File: src/rtl/ysyx_23060236_clint_pkg.sv
// Shared constants for the CLINT: register offsets, AXI responses, FSM states.
// The CLINT_MTIMECMP_EN build adds mtimecmp, a write channel and timer_irq.
package ysyx_23060236_clint_pkg;

  localparam logic [15:0] MTIME_LO    = 16'hBFF8;
  localparam logic [15:0] MTIME_HI    = 16'hBFFC;
  localparam logic [15:0] MTIMECMP_LO = 16'h4000;
  localparam logic [15:0] MTIMECMP_HI = 16'h4004;

  localparam logic [1:0] RESP_OKAY   = 2'b00;
  localparam logic [1:0] RESP_SLVERR = 2'b10;

  typedef enum logic {R_IDLE, R_RESP} rd_state_e;
  typedef enum logic {W_IDLE, W_RESP} wr_state_e;

  // Merge the enabled bytes of data into old.
  function automatic logic [31:0] apply_wstrb(input logic [31:0] old,
                                              input logic [31:0] data,
                                              input logic [3:0]  strb);
    logic [31:0] res;
    res = old;
    for (int i = 0; i < 4; i++) begin
      if (strb[i]) res[i*8 +: 8] = data[i*8 +: 8];
    end
    return res;
  endfunction

endpackage

File: src/rtl/ysyx_23060236_clint_mtime.sv
// Free-running 64-bit mtime counter, advanced once every MTIME_DIV clocks.
module ysyx_23060236_clint_mtime #(
  parameter int MTIME_DIV = 1
) (
  input  logic        clock,
  input  logic        reset,
  output logic [63:0] mtime
);

  localparam int PW = (MTIME_DIV > 1) ? $clog2(MTIME_DIV) : 1;

  logic [PW-1:0] presc;
  logic [63:0]   mtime_q;
  logic          terminal;

  assign terminal = (presc == PW'(MTIME_DIV - 1));
  assign mtime    = mtime_q;

  // NOTE: sequential state uses non-blocking assignments so every register
  // samples the pre-edge values of the others, independent of statement order.
  always_ff @(posedge clock or negedge reset) begin
    if (!reset) begin
      presc   <= '0;
      mtime_q <= '0;
    end else if (terminal) begin
      presc   <= '0;
      mtime_q <= mtime_q + 64'd1;
    end else begin
      presc   <= presc + PW'(1);
    end
  end

endmodule

File: src/rtl/ysyx_23060236_clint.sv
// AXI4-Lite CLINT responder serving mtime; with CLINT_MTIMECMP_EN defined it also
// accepts writes to mtimecmp and drives timer_irq.
module ysyx_23060236_clint
  import ysyx_23060236_clint_pkg::*;
#(
  parameter logic [31:0] ADDR_BASE = 32'h0200_0000,
  parameter int          MTIME_DIV = 1
) (
  input  logic        clock,
  input  logic        reset,
  input  logic [31:0] clint_araddr,
  input  logic        clint_arvalid,
  output logic        clint_arready,
  output logic [31:0] clint_rdata,
  output logic [1:0]  clint_rresp,
  output logic        clint_rvalid,
  input  logic        clint_rready
`ifdef CLINT_MTIMECMP_EN
  ,
  input  logic [31:0] clint_awaddr,
  input  logic        clint_awvalid,
  output logic        clint_awready,
  input  logic [31:0] clint_wdata,
  input  logic [3:0]  clint_wstrb,
  input  logic        clint_wvalid,
  output logic        clint_wready,
  output logic [1:0]  clint_bresp,
  output logic        clint_bvalid,
  input  logic        clint_bready,
  output logic        timer_irq
`endif
);

  logic [63:0] mtime;

  ysyx_23060236_clint_mtime #(.MTIME_DIV(MTIME_DIV)) u_mtime (
    .clock (clock),
    .reset (reset),
    .mtime (mtime)
  );

`ifdef CLINT_MTIMECMP_EN
  logic [63:0] mtimecmp;
`endif

  // Read decode. The upper offset bits must be zero to hit the window.
  logic [31:0] rd_off;
  logic [31:0] rd_data_next;
  logic [1:0]  rd_resp_next;

  assign rd_off = clint_araddr - ADDR_BASE;

  // NOTE: every always_comb output gets a default first, so no path leaves it
  // unassigned and no latch is inferred.
  always_comb begin
    rd_data_next = '0;
    rd_resp_next = RESP_SLVERR;
    if (rd_off[31:16] == 16'h0) begin
      case (rd_off[15:0])
        MTIME_LO:    begin rd_data_next = mtime[31:0];     rd_resp_next = RESP_OKAY; end
        MTIME_HI:    begin rd_data_next = mtime[63:32];    rd_resp_next = RESP_OKAY; end
`ifdef CLINT_MTIMECMP_EN
        MTIMECMP_LO: begin rd_data_next = mtimecmp[31:0];  rd_resp_next = RESP_OKAY; end
        MTIMECMP_HI: begin rd_data_next = mtimecmp[63:32]; rd_resp_next = RESP_OKAY; end
`endif
        default:     begin rd_data_next = '0;              rd_resp_next = RESP_SLVERR; end
      endcase
    end
  end

  rd_state_e rd_state;

  always_ff @(posedge clock or negedge reset) begin
    if (!reset) begin
      rd_state      <= R_IDLE;
      clint_arready <= 1'b1;
      clint_rvalid  <= 1'b0;
      clint_rdata   <= '0;
      clint_rresp   <= RESP_OKAY;
    end else begin
      case (rd_state)
        R_IDLE: if (clint_arvalid && clint_arready) begin
          clint_rdata   <= rd_data_next;
          clint_rresp   <= rd_resp_next;
          clint_arready <= 1'b0;
          clint_rvalid  <= 1'b1;
          rd_state      <= R_RESP;
        end
        R_RESP: if (clint_rready) begin
          clint_rvalid  <= 1'b0;
          clint_arready <= 1'b1;
          rd_state      <= R_IDLE;
        end
      endcase
    end
  end

`ifdef CLINT_MTIMECMP_EN
  // AW and W are captured independently; the write commits when both are held.
  wr_state_e   wr_state;
  logic        aw_got, w_got;
  logic [31:0] aw_off_q, wdata_q;
  logic [3:0]  wstrb_q;
  logic        aw_hs, w_hs;
  logic [31:0] aw_off_now, aw_off_eff, wdata_eff;
  logic [3:0]  wstrb_eff;

  assign aw_hs      = clint_awvalid && clint_awready;
  assign w_hs       = clint_wvalid && clint_wready;
  assign aw_off_now = clint_awaddr - ADDR_BASE;
  assign aw_off_eff = aw_got ? aw_off_q : aw_off_now;
  assign wdata_eff  = w_got ? wdata_q : clint_wdata;
  assign wstrb_eff  = w_got ? wstrb_q : clint_wstrb;

  // NOTE: mtimecmp resets to all-ones so no interrupt fires before software
  // programs it; the capture registers reset too, keeping the block X-free.
  always_ff @(posedge clock or negedge reset) begin
    if (!reset) begin
      wr_state      <= W_IDLE;
      clint_awready <= 1'b1;
      clint_wready  <= 1'b1;
      clint_bvalid  <= 1'b0;
      clint_bresp   <= RESP_OKAY;
      aw_got        <= 1'b0;
      w_got         <= 1'b0;
      aw_off_q      <= '0;
      wdata_q       <= '0;
      wstrb_q       <= '0;
      mtimecmp      <= '1;
    end else begin
      case (wr_state)
        W_IDLE: begin
          if (aw_hs) begin
            aw_got        <= 1'b1;
            aw_off_q      <= aw_off_now;
            clint_awready <= 1'b0;
          end
          if (w_hs) begin
            w_got        <= 1'b1;
            wdata_q      <= clint_wdata;
            wstrb_q      <= clint_wstrb;
            clint_wready <= 1'b0;
          end
          if ((aw_got || aw_hs) && (w_got || w_hs)) begin
            aw_got        <= 1'b0;
            w_got         <= 1'b0;
            clint_awready <= 1'b0;
            clint_wready  <= 1'b0;
            clint_bvalid  <= 1'b1;
            wr_state      <= W_RESP;
            if (aw_off_eff == {16'h0, MTIMECMP_LO}) begin
              mtimecmp[31:0] <= apply_wstrb(mtimecmp[31:0], wdata_eff, wstrb_eff);
              clint_bresp    <= RESP_OKAY;
            end else if (aw_off_eff == {16'h0, MTIMECMP_HI}) begin
              mtimecmp[63:32] <= apply_wstrb(mtimecmp[63:32], wdata_eff, wstrb_eff);
              clint_bresp     <= RESP_OKAY;
            end else begin
              clint_bresp <= RESP_SLVERR;
            end
          end
        end
        W_RESP: if (clint_bready) begin
          clint_bvalid  <= 1'b0;
          clint_awready <= 1'b1;
          clint_wready  <= 1'b1;
          wr_state      <= W_IDLE;
        end
      endcase
    end
  end

  always_ff @(posedge clock or negedge reset) begin
    if (!reset) timer_irq <= 1'b0;
    else        timer_irq <= (mtime >= mtimecmp);
  end
`endif

endmodule

File: config.mk
export PLATFORM = sky130hd
export DESIGN_NAME = ysyx_23060236_clint
export DESIGN_NICKNAME = d
export VERILOG_FILES = /design/src/rtl/ysyx_23060236_clint_pkg.sv /design/src/rtl/ysyx_23060236_clint_mtime.sv /design/src/rtl/ysyx_23060236_clint.sv
export SDC_FILE = /design/constraint.sdc
export NUM_CORES = 1
export LEC_CHECK = 0
export ABC_AREA = 1
export BUFFER_PORTS_ARGS = -buffer_cell sky130_fd_sc_hd__buf_2
export CORE_MARGIN = 1.5
export CORE_UTILIZATION = 45
export CTS_BUF_LIST = sky130_fd_sc_hd__clkbuf_4 sky130_fd_sc_hd__clkbuf_8
export DETAILED_ROUTE_END_ITERATION = 8
export GPL_ROUTABILITY_DRIVEN = 0
export GPL_TIMING_DRIVEN = 0
export SYNTH_ARGS = -nofsm -noshare
export SYNTH_HDL_FRONTEND = slang
export SYNTH_SLANG_ARGS = --single-unit
File: constraint.sdc
create_clock -name clock -period 2.2 [get_ports clock]
set_input_delay 0.11 -clock clock [delete_from_list [all_inputs] [get_ports clock]]
set_output_delay 0.11 -clock clock [all_outputs]
set_load 0.005 [all_outputs]
Word-level counts from Yosys, hierarchy flattened. Cells that the tools add are included.

RAM bits: 0. Logic and storage cells: 34. Bits in read-only memories: 0. Memories: 0. Output and inout port bits: 36. Flip-flop bits (word level): 102. Latch bits: 0. Input bits: 36.

Mux-type cells: 14. Equal/unequal tests: 4. Shift-type cells: 0. Multipliers: 0. Div/mod/pow operators: 0. $lt $le $gt $ge: 0. Bitwise gates (word level): 1. Reductions and logical operators: 5. Add/sub/neg operators: 3.

Operators by type and width (count): $add A64 B1 Y64 const B (1); $pmux W32 S2 (1); $eq A16 B16 Y1 const B (2); $mux W32 (1); $sub A32 B26 Y32 const B (1); $logic_not A16 Y1 (1); $mux W1 (7); $pmux W1 S2 (3); $mux W2 (2); $ne A2 B2 Y1 const B (2); $reduce_and A2 Y1 (2); $reduce_or A2 Y1 (1); $add A1 B1 Y1 const B (1); $logic_and A1 B1 Y1 (1); $not A1 Y1 (1).

Logic depth before layout (Yosys ltp).
Depth after elaboration: 5. Depth in mapped cells: 11. Mapped depth without buffers: 10.

Modules after synthesis. Synthesis repeated with hierarchy kept, for this count alone.

Cells, all modules: 818. Area total of the unflattened synthesis: 5865.6 um^2.

Modules (own cells, without submodules): ysyx_23060236_clint_mtime (sequential area each 1601.5 um^2, area each 3681.0 um^2, times used 1, cells an instance 514); ysyx_23060236_clint (sequential area each 902.1 um^2, area each 2184.6 um^2, times used 1, cells an instance 304).

Least setup slack after synthesis. No wires, ideal clock.

Kind: register -> register. Start point: register u_mtime.mtime_q[0] (netlist: u_mtime.mtime[0]). End point: register u_mtime.mtime_q[58] (netlist: u_mtime.mtime[58]). Stages on the path, launching flop included: 9. Data required time: 2080 ps. Arrival time: 1453 ps. Setup slack: 627 ps. Period minus slack after synthesis: 1573 ps. Setup time: 120 ps. Path buffers: 0. Cells stage by stage: dfrtp_1 > ha_1 > nand3_2 > clkinv_2 > nand2_4 > nor2_8 > nand2_2 > o21ai_1 > nand2_1.

Cells in the longest elaborated chain, start to end: 1.

RTL lines: start: declaration (line ysyx_23060236_clint_mtime.sv:13) `logic [63:0] mtime_q;`; start signal: assignment (line ysyx_23060236_clint_mtime.sv:27) `mtime_q <= mtime_q + 64'd1;`; $add A64 B1 Y64 (line ysyx_23060236_clint_mtime.sv:27).

Every way passes these cells. A chain may end at the register's enable or synchronous reset.

Worst setup path after layout. Same ends and word-level chain as after synthesis.

==> metrics.md <==
| Metric | Value |
|---|---|
| Clock Latency Late Sink | 0.39 ns |
| CP max stage delay | between 0.5 and 0.6 ns |
| Final max-slew violation count | 0 |
| Pwr Total | approximately 3300 µW |
| Site Rows | 42 |
| Crit path buf inv count | 1 |
| GRT Resource Usage Total | 0.252 |
| Worst EP arrival | 2.16 ns |
| Post-CTS setup buffer count | 0 |
| Post-Route Skew | ~0.014 ns |
| Adder-cell share of the synthesized area | 0.00417 |
| Synthesized area per cell | 7.07 µm² |
| MaxCap Viol Count | 0 |
| Peak supply drop | 0.206 mV |
| Hold crit path type | in -> reg |
| DP Worst Slack | 0.328 ns |
| Clk sink count | 100 |
| Vias in the first global route | between 5000 and 6000 |
| Grt total ovfl | 0 |
| Synth Area in Compound Gates | 0.0154 |
| Top Family by Delay on Critical Path | simple AND/OR/NAND/NOR gates |
| Die height | 119 µm |
| Fillers | roughly 1300 |
| Root Buffer | clkbuf_8 |
| Clock buffer count from CTS | 9 |
| Initial Util | 0.457 |
| Layout Nets | 971 |
| Die width | between 100 and 150 µm |
| Final setup vio count | 0 |
| XOR/XNOR Fraction of Synth Area | 0.0452 |
| Yosys cell types | 28 |
| Die ar. | ~14000 µm² |
| Initial antenna violation count | 0 |
| #FFs+latches synth | 100 |
| Power density over cell area | 482 nW/µm² |
| DRC viols | 0 |
| Layout cells sized above 1 | 0.173 |
| Largest family of logic cells by synthesized area | simple AND/OR/NAND/NOR gates |
| Type of origin of the critical path | register |
| Synth Instances | ~850 |
| Fmax | 533 MHz |
| Wire length per cell | ~15 µm |
| RSZ-0062 raised after global routing | false |
| Crit Path Category | reg -> reg |
| CP Capture Type | register |
| Detailed-placement wirelength estimate | approximately 14000 µm |
| Total number of vias | about 5800 |
| Largest net degree at the start of global routing | 52 |
| Rel. slew slack | 0.556 |
| Commonest cells after routing, fill and taps aside | nand2_1 (338), nor2_1 (122), dfrtp_1 (99), buf_2 (84), nand4_1 (81) |
| Highest-delay cell along the critical path | dfrtp_1 |
| Simple-gate portion of the synthesized area | 0.465 |
| YS warnings | 0 |
| Routed vias/inst | 5.22 |
| LEAKAGE | 0.00327 µW |
| H-Tree Depth | 3 |
| I/O pins | 72 |
| Post-layout min period | around 1.9 ns |
| Fin crit share | 0.852 |
| Crit path max fanout | 7 |
| Synth Net Count | just under 900 |
| Sequential cell area fraction in the yosys report | 0.417 |
| Fin worst setup slack | about 0.33 ns |
| Mux cell area share after synthesis | 0 |
| First DRT Iteration DRCs | 340 |
| Synth Cell Area | 6010 µm² |
| Most common cell after layout, fill and taps aside | nand2_1 |
| Final core utilization | 0.519 |
| Final WL | roughly 17000 µm |
| Remaining antenna violation count | 0 |
| Area Overhead vs Synth | 13.5% |
| Cell Chain, Critical Path | ha_1 -> nand3_2 -> clkinv_2 -> nand2_4 -> nor2_8 -> nand2_2 -> o21ai_1 -> nand2_1 |
| Worst Tran Pin Value | around 0.67 ns |
| Clock transition at path regs | 0.09 ns |
| Cells after DPL | ~1100 |
| First-pass DRT Iterations | 5 |
| Final Hold Viols | 0 |
| Status | finished, final reports clean |
| Max Buffers Root-to-Sink | 2 |
| Layout Cells excl Fill | 1114 |
| Core area | 13100 µm² |
| Buffers added on ports | 70 |
| CTS tree | done |
| Antenna cells | 0 |
| Post-CTS sizing | 0 |
| Req. time, crit path | around 2.5 ns |
| First-pass GRT wire length | 27800 µm |
cells by family (layout without fill, tap and decap cells):
family / count (synthesis) / count (layout)
AND/OR/NAND/NOR: 619 / 619
flip-flops: 100 / 100
buffers and inverters: 78 / 167
XOR/XNOR: 31 / 31
AO/OA/AOI/OAI: 18 / 18
adder cells (fa/ha/maj): 2 / 2
other: 1 / 1
area by class of cell:
type	instances	area (µm²)	share of cell area
Multi-Input combinational cell	671	3190	0.467
Sequential cell	100	2500	0.367
Timing Repair Buffer	73	400	0.0588
Tap cell	176	220	0.0323
Inverter	53	200	0.0294
Clock buffer	13	166	0.0244
Buffer	25	116	0.0171
Clock inverter	3	21.3	0.00312
worst reg2reg max path, cell delays in order (launching register included):
cell and delay, ns:
dfrtp_1 0.51, ha_1 0.40, nand3_2 0.20, clkinv_2 0.14
nand2_4 0.10, nor2_8 0.12, nand2_2 0.09, o21ai_1 0.14
nand2_1 0.06
power by group:
part | internal (µW) | switching [µW] | total [µW]
Clock | 499 | 641 | 1140
Combinational | 85.6 | 176 | 261
Sequential | 1870 | 15.0 | 1890
stage by stage:
step	setup TNS [ns]	hold slack, ns	instance area [µm²]
2_1_floorplan	0	-0.186	6010
3_3_place_gp	-1.84	0.309	6580
3_5_place_dp	0	0.186	6610
4_1_cts	0	0.124	6810
5_1_grt	0	0.188	6810
6_report	0	0.132	6810
synthesized netlist by cell type:
library cell  number  area share
nor2_1           122       0.076
nand2_1          338        0.21
xnor2_1           22       0.032
clkinv_2           1     0.00083
buf_2             15       0.012
nand3_1           20       0.017
buf_4              1      0.0013
o21ai_0            2      0.0017
nor2_2            18       0.019
xor2_1             9       0.013
nand3_2            2      0.0033
o21ai_1           15       0.012
nand4_1           81       0.084
nand2_4            3      0.0056
inv_2              4      0.0025
nor2_8             2      0.0067
dfstp_2            1      0.0044
o21a_1             1      0.0013
conb_1             1     0.00062
ha_1               2      0.0042
nand3b_1           3      0.0037
nor3_1             2      0.0017
inv_1             48       0.030
nand2_2           18       0.019
clkbuf_1           9      0.0056
or2_2              1      0.0010
nor2_4             9       0.017
dfrtp_1           99        0.41
layer usage:
metal / wire length [µm] / global-route usage / vias up / share of wire
met3: 1180 / 0.0439 / 29 / 0.069
met1: 7740 / 0.353 / 2694 / 0.46
li1: - / - / 2882 / -
met5: 0 / 0 / - / 0
met4: 436 / 0.0979 / 0 / 0.026
met2: 7600 / 0.391 / 209 / 0.45
state kept, by name (all words and copies together), names as in the netlist:
signal,flops
clint_arready,1
clint_rdata,32
clint_rvalid,1
u_mtime.mtime,64
clint_rresp,1
rd_state,1
path summary, 6_finish.rpt:
| path | from | to | slack (ns) | cells after the start |
|---|---|---|---|---|
| worst max register to register | u_mtime.mtime[0] | u_mtime.mtime[58] | 0.33 | 8 |
| worst min-delay path | clint_araddr[18] | clint_rresp[1] | 0.13 | 7 |
| worst max-delay path | u_mtime.mtime[0] | u_mtime.mtime[58] | 0.33 | 8 |
| max in group asynchronous | reset | u_mtime.mtime[6] | 1.24 | 3 |
| min in group asynchronous | reset | clint_rdata[27] | 0.29 | 2 |
| worst min register to register | clint_rdata[24] | clint_rdata[24] | 0.48 | 2 |
what timing repair did:
item                       4_1_cts  5_1_grt
hold buffers                     2        0
hold endpoints to repair        52        0
setup endpoints to repair        0        0
Power figures use the tool's default switching activity.
